[src/rtl/seg_to_count_decoder.sv]
// Decodes a four-digit seven-segment display snapshot into its decimal value,
// one digit per clock, most significant digit first, with a ready/valid handshake on each side.
module seg_to_count_decoder #(
    parameter int ACTIVE_LOW    = 1,
    parameter int LEADING_BLANK = 1
) (
    input  logic        clk,
    input  logic        rst,
    input  logic [27:0] hex_arr,
    input  logic        in_valid,
    output logic        in_ready,
    output logic [13:0] count,
    output logic        err,
    output logic [1:0]  err_digit,
    output logic        out_valid,
    input  logic        out_ready
);

    typedef enum logic [1:0] {IDLE, DECODE, DONE} state_t;

    state_t      state_reg, state_next;
    logic [27:0] hex_reg, hex_next;
    logic [13:0] acc_reg, acc_next;
    logic [1:0]  idx_reg, idx_next;
    logic        err_reg, err_next;
    logic [1:0]  err_digit_reg, err_digit_next;
    logic        lead_blank_reg, lead_blank_next;

    // Packed result: {is_blank, is_numeral, value[3:0]}. Takes active-low codes.
    function automatic logic [5:0] decode_seg(input logic [6:0] c);
        case (c)
            7'h40:   decode_seg = 6'b01_0000;
            7'h79:   decode_seg = 6'b01_0001;
            7'h24:   decode_seg = 6'b01_0010;
            7'h30:   decode_seg = 6'b01_0011;
            7'h19:   decode_seg = 6'b01_0100;
            7'h12:   decode_seg = 6'b01_0101;
            7'h02:   decode_seg = 6'b01_0110;
            7'h78:   decode_seg = 6'b01_0111;
            7'h00:   decode_seg = 6'b01_1000;
            7'h10:   decode_seg = 6'b01_1001;
            7'h7F:   decode_seg = 6'b10_0000;
            default: decode_seg = 6'b00_0000;
        endcase
    endfunction

    logic [5:0] dig_info [4];

    generate
        for (genvar gi = 0; gi < 4; gi++) begin : g_digit
            logic [6:0] norm_code;
            assign norm_code    = (ACTIVE_LOW != 0) ? hex_reg[gi*7 +: 7] : ~hex_reg[gi*7 +: 7];
            assign dig_info[gi] = decode_seg(norm_code);
        end
    endgenerate

    logic [5:0] cur_info;
    logic       cur_blank;
    logic       cur_numeral;
    logic       step_valid;
    logic [3:0] step_val;

    assign cur_info    = dig_info[idx_reg];
    assign cur_blank   = cur_info[5];
    assign cur_numeral = cur_info[4];
    // A blank is only a zero while everything to its left has also been blank.
    assign step_valid  = cur_numeral || (cur_blank && (LEADING_BLANK != 0) && lead_blank_reg);
    assign step_val    = step_valid ? cur_info[3:0] : 4'd0;

    always_comb begin
        state_next      = state_reg;
        hex_next        = hex_reg;
        acc_next        = acc_reg;
        idx_next        = idx_reg;
        err_next        = err_reg;
        err_digit_next  = err_digit_reg;
        lead_blank_next = lead_blank_reg;
        case (state_reg)
            IDLE: begin
                if (in_valid) begin
                    hex_next        = hex_arr;
                    acc_next        = 14'd0;
                    idx_next        = 2'd3;
                    err_next        = 1'b0;
                    err_digit_next  = 2'd0;
                    lead_blank_next = 1'b1;
                    state_next      = DECODE;
                end
            end
            DECODE: begin
                acc_next        = (acc_reg << 3) + (acc_reg << 1) + {10'd0, step_val};
                lead_blank_next = lead_blank_reg && cur_blank;
                if (!step_valid && !err_reg) begin
                    err_next       = 1'b1;
                    err_digit_next = idx_reg;
                end
                idx_next = idx_reg - 2'd1;
                if (idx_reg == 2'd0) begin
                    state_next = DONE;
                end
            end
            DONE: begin
                if (out_ready) begin
                    state_next = IDLE;
                end
            end
            default: state_next = IDLE;
        endcase
    end

    always_ff @(posedge clk) begin
        if (rst) begin
            state_reg      <= IDLE;
            hex_reg        <= 28'd0;
            acc_reg        <= 14'd0;
            idx_reg        <= 2'd0;
            err_reg        <= 1'b0;
            err_digit_reg  <= 2'd0;
            lead_blank_reg <= 1'b0;
        end else begin
            state_reg      <= state_next;
            hex_reg        <= hex_next;
            acc_reg        <= acc_next;
            idx_reg        <= idx_next;
            err_reg        <= err_next;
            err_digit_reg  <= err_digit_next;
            lead_blank_reg <= lead_blank_next;
        end
    end

    assign in_ready  = (state_reg == IDLE);
    assign out_valid = (state_reg == DONE);
    assign count     = err_reg ? 14'd0 : acc_reg;
    assign err       = err_reg;
    assign err_digit = err_digit_reg;

endmodule

[config.mk]
export PLATFORM = sky130hd
export DESIGN_NAME = seg_to_count_decoder
export DESIGN_NICKNAME = d
export VERILOG_FILES = /design/src/rtl/seg_to_count_decoder.sv
export SDC_FILE = /design/constraint.sdc
export NUM_CORES = 1
export LEC_CHECK = 0
export CAP_MARGIN = 20
export CORE_MARGIN = 2
export CORE_UTILIZATION = 53
export CTS_CLUSTER_SIZE = 40
export DETAILED_ROUTE_END_ITERATION = 10
export GPL_TIMING_DRIVEN = 0
export PLACE_DENSITY = 0.9
export SYNTH_ARGS = -nofsm -noshare
export SYNTH_HDL_FRONTEND = slang
export SYNTH_SLANG_ARGS = --single-unit
[constraint.sdc]
create_clock -name clk -period 7.5 [get_ports clk]
set_input_delay 0.75 -clock clk [delete_from_list [all_inputs] [get_ports clk]]
set_output_delay 0.75 -clock clk [all_outputs]
set_load 0.01 [all_outputs]
==> results.md <==
- The fraction of layout instances using a drive strength above 1 is 3.90%.
- At the end of routability-driven placement, the weighted congestion stood at 0.935.
- The top flip-flop cell by instance count after synthesis is dfxtp_1.
- The initial core utilization is 55.0%.
- The share of synthesized area in the top cell type comes to 28.5%.
- At the pin with the least slew margin, the transition time is 0.626 ns.
- The count of cell types in the netlist is 62.
- The register bit count reported by yosys is 50.
- Clock skew on the completed layout was measured at 0.00609 ns.
- The remaining global-route overflow is 0.
- The achievable clock frequency is 0.208 GHz.
- The placement row count is 29.
- The launch point of the worst reg-to-reg path is hex_reg[8]$_SDFFE_PP0P_.
- In the routed layout, each cell is associated on average with a via count of 5.94.
- The H-tree was split into 2 levels.
- A synthesized cell averages 7.32 sq um.
- Summed over all instances, the cell type with the most area after synthesis is dfxtp_1.
- The worst hold path passes through 2 cells.
- The via count is 3652.
- The die width is 85.4 microns.
- The floorplan step defined a core boundary enclosing 0.00639 sq mm.
- The library cell used most frequently in the layout, excluding fill and tap cells, is nand2_1.
- The worst slew slack as a fraction of its limit is 57.2%.
- Power spread over the standard cell area amounts to 159 mW/mm^2.
- The total global routing track utilization is 24.2%.
- The start point of the worst min-delay path is hex_reg[2]$_SDFFE_PP0P_.
- The die span in y is 85.4 microns.
- The DRC violation total after the first TritonRoute iteration is 275.
- The flip-flop count of the largest register after layout is 28.
- The critical register-to-register path endpoint is acc_reg[12]$_SDFFE_PP0P_.
- The top-level port count is 51.
- The synthesized design contains 0 enable-type register cells.
- The multi-input combinational cells in the finished layout cover a total of 0.00230 sq mm.
- The number of warning messages in the yosys log is 0.
- After detailed placement, the total cell area comes to 0.00411 sq mm.
- Buffers placed on the I/O ports in this run total 50.
- The portion of the post-synthesis area used by sequential elements is 28.5%.
- The number of global-route vias before repair is 3253.
- The number of clock sinks is 50.
- The count of maximum capacitance violations is 0.
- Dividing the final minimum period by the clock period gives 64.0%.
- The power consumption is 0.669 mW.
- The run finished with clean final reports.
- The number of inserted filler cells in the final layout is 540.
- The area occupied by registers is 0.00100 sq mm.
- The buffer count from post-CTS setup fixing is 0.
- The repair_antennas step left the layout with diodes totalling 0.
- The smallest clock period supported by the final layout is computed as 4.80 ns.
- The detailed-routing iteration count for the pre-antenna-repair pass is 5.
- STA classifies the critical path startpoint as a flip-flop.
- The async set-or-reset flop fraction in the synthesized netlist is 0%.
- Counting the buffers created by CTS gives 5.
- The detail route stage leaves a number of antenna-violating nets equal to 0.
- The logic depth of the worst register-to-register path is 16.
- Adding up every negative setup slack in the final design gives 0 ns.
- The cell area that synthesis handed to floorplanning was 0.00351 sq mm.
- Clock-pin slew was measured on the worst setup and hold paths at 0.10 ns.
- The hold violation count in the final report is 0.
- Post-CTS repair changed the size of 0 cells.
- The worst setup slack after layout is 2.70 ns.
- At the placement stage, the worst setup path has a slack of 2.95 ns.
- The post-route DRC violation count is 0.
- The final count of negative-setup-slack endpoints is 0.
- The average wire length per cell after detail routing is 14.6 microns.
- Setup repair after global routing left no endpoint under its margin.
- The number of placed instances with taps included is 607.
- VDD sags by at most 0.105 mV.
- After detailed routing, the total wire length is 8950 microns.
- The post-DP HPWL is 6590 microns.
- The gate count after technology mapping is 480.
- After routing the design area is 0.00421 sq mm.
- The highest fanout seen on the critical path is 9.
- The number of pins exceeding their max-slew limit in the final report is 0.
- The setup slack of the most critical reg-to-reg path is 2.70 ns.
- The filler-free cell count of the finished design is 615.
- The post-synthesis to final-layout area growth is 19.8%.
- The path class of the tightest hold or removal check is reg -> reg.
- The first-pass GRT wire length is 14500 microns.
- The launch point of the worst path is hex_reg[8]$_SDFFE_PP0P_.
- The analysis attributes to cell leakage a power of 1.66 nW.
- The latest clock arrival within the worst-skew pair is 0.32 ns.
- The post-layout net count is 594.
- The number of antenna violations at the first check in global routing came to 0.
- Data on the critical path arrives at its endpoint at 5.02 ns.
- The type of element capturing the critical path is a flip-flop.
- Entering global routing, the biggest net connects 17 pins.
- The critical path class is reg -> reg.
- The longest clock path from root to sink contains 2 buffers.
- The worst-case hold path end point is hex_reg[2]$_SDFFE_PP0P_.
- The library cells used most frequently in the layout, excluding fill and tap cells, are nand2_1 (80), a21oi_1 (51), dfxtp_1 (50), clkdlybuf4s50_1 (50), nor2_1 (39).
- The overall die area is 0.00729 sq mm.
- The data required time at the worst endpoint is 7.72 ns.
- Yosys attributes the largest share of cell area to dfxtp_1 (29%), nand2_1 (8.6%), ha_1 (8.2%), a21oi_1 (7.3%), nor2_1 (4.2%).
- TritonCTS built the clock tree.
- The quantity of hold-fixing buffers added after cts is 0.
- The cell at the root of the clock tree is clkbuf_8.
- The number of nets handed over by synthesis was 537.
worst max-delay path, stage by stage (launching register included):
cell,delay [ns]
dfxtp_1,0.32
clkbuf_1,0.29
nor4bb_1,0.13
a311o_1,0.41
o31ai_1,0.43
o32ai_1,0.21
o21a_1,0.22
fa_1,0.50
inv_1,0.06
fa_1,0.43
nor2b_1,0.16
o21ai_1,0.09
a21oi_1,0.22
o31ai_1,0.16
a2111oi_0,0.61
o21ai_0,0.16
a32o_1,0.28
cell type report:
cell class                 count  area share, %
multi-input combinational    379           54.7
sequential                    50           23.8
timing repair buffer          50           11.9
buffer                        39           3.87
tap                           77           2.29
clock buffer                   6           1.96
inverter                      12           1.07
clock inverter                 2          0.387
power breakdown:
part | switching [mW] | total (mW) | internal, mW
clock network | 0.0986 | 0.175 | 0.0761
logic | 0.117 | 0.199 | 0.0820
registers | 0.0138 | 0.296 | 0.282
total | 0.229 | 0.669 | 0.440
through the flow:
stage / util [%] / hold WS [ns]
floorplan: - / 0.441
global placement: 64.3 / 0.469
detailed placement: 64.3 / 0.487
CTS: 65.9 / 0.503
global route: 65.9 / 0.534
finish: 65.9 / 0.500
Yosys cell counts, types with 3 or more instances:
library cell / count
nor3b_1: 3
nand2_1: 80
dfxtp_1: 50
nand3b_1: 7
ha_1: 23
inv_1: 11
nor4b_1: 3
a31oi_1: 6
nand4_1: 9
nor4_1: 8
nand2b_1: 7
xnor2_1: 6
a21oi_1: 51
o21a_1: 4
o31ai_1: 4
o211ai_1: 3
nor2_1: 39
nand3_1: 17
o21ai_0: 15
a2111oi_0: 3
a211oi_1: 3
clkbuf_1: 29
nor2b_1: 20
or3_1: 4
o32ai_1: 3
a21o_1: 4
buf_2: 7
nor3_1: 16
worst max path at each step:
stage / endpoint / slack (ns) / depth (start not counted)
after floorplan: acc_reg[12]$_SDFFE_PP0P_ / 3.49 / 17
after global placement: acc_reg[12]$_SDFFE_PP0P_ / 3.06 / 17
after detailed placement: acc_reg[12]$_SDFFE_PP0P_ / 2.95 / 19
after CTS: acc_reg[12]$_SDFFE_PP0P_ / 2.86 / 16
after global routing: acc_reg[12]$_SDFFE_PP0P_ / 2.44 / 16
final: acc_reg[12]$_SDFFE_PP0P_ / 2.70 / 16
metal layers:
layer	vias up	track usage [%]	wire length, microns
met4	0	8.95	209
li1	1834	-	-
met5	-	0	0
met3	24	4.18	498
met2	126	39.9	4360
met1	1668	31.8	3880
kinds of logic after synthesis:
logic type                 share of synthesized area [%]
and+or+nand+nor                                     31.6
DFF                                                 28.5
buffers and inverters                               5.91
AOI/OAI and AO/OA                                   21.5
xor gates and xnor gates                            2.00
muxes                                               1.21
adders and majority gates                           9.33
(Power assumes the default switching activity.)
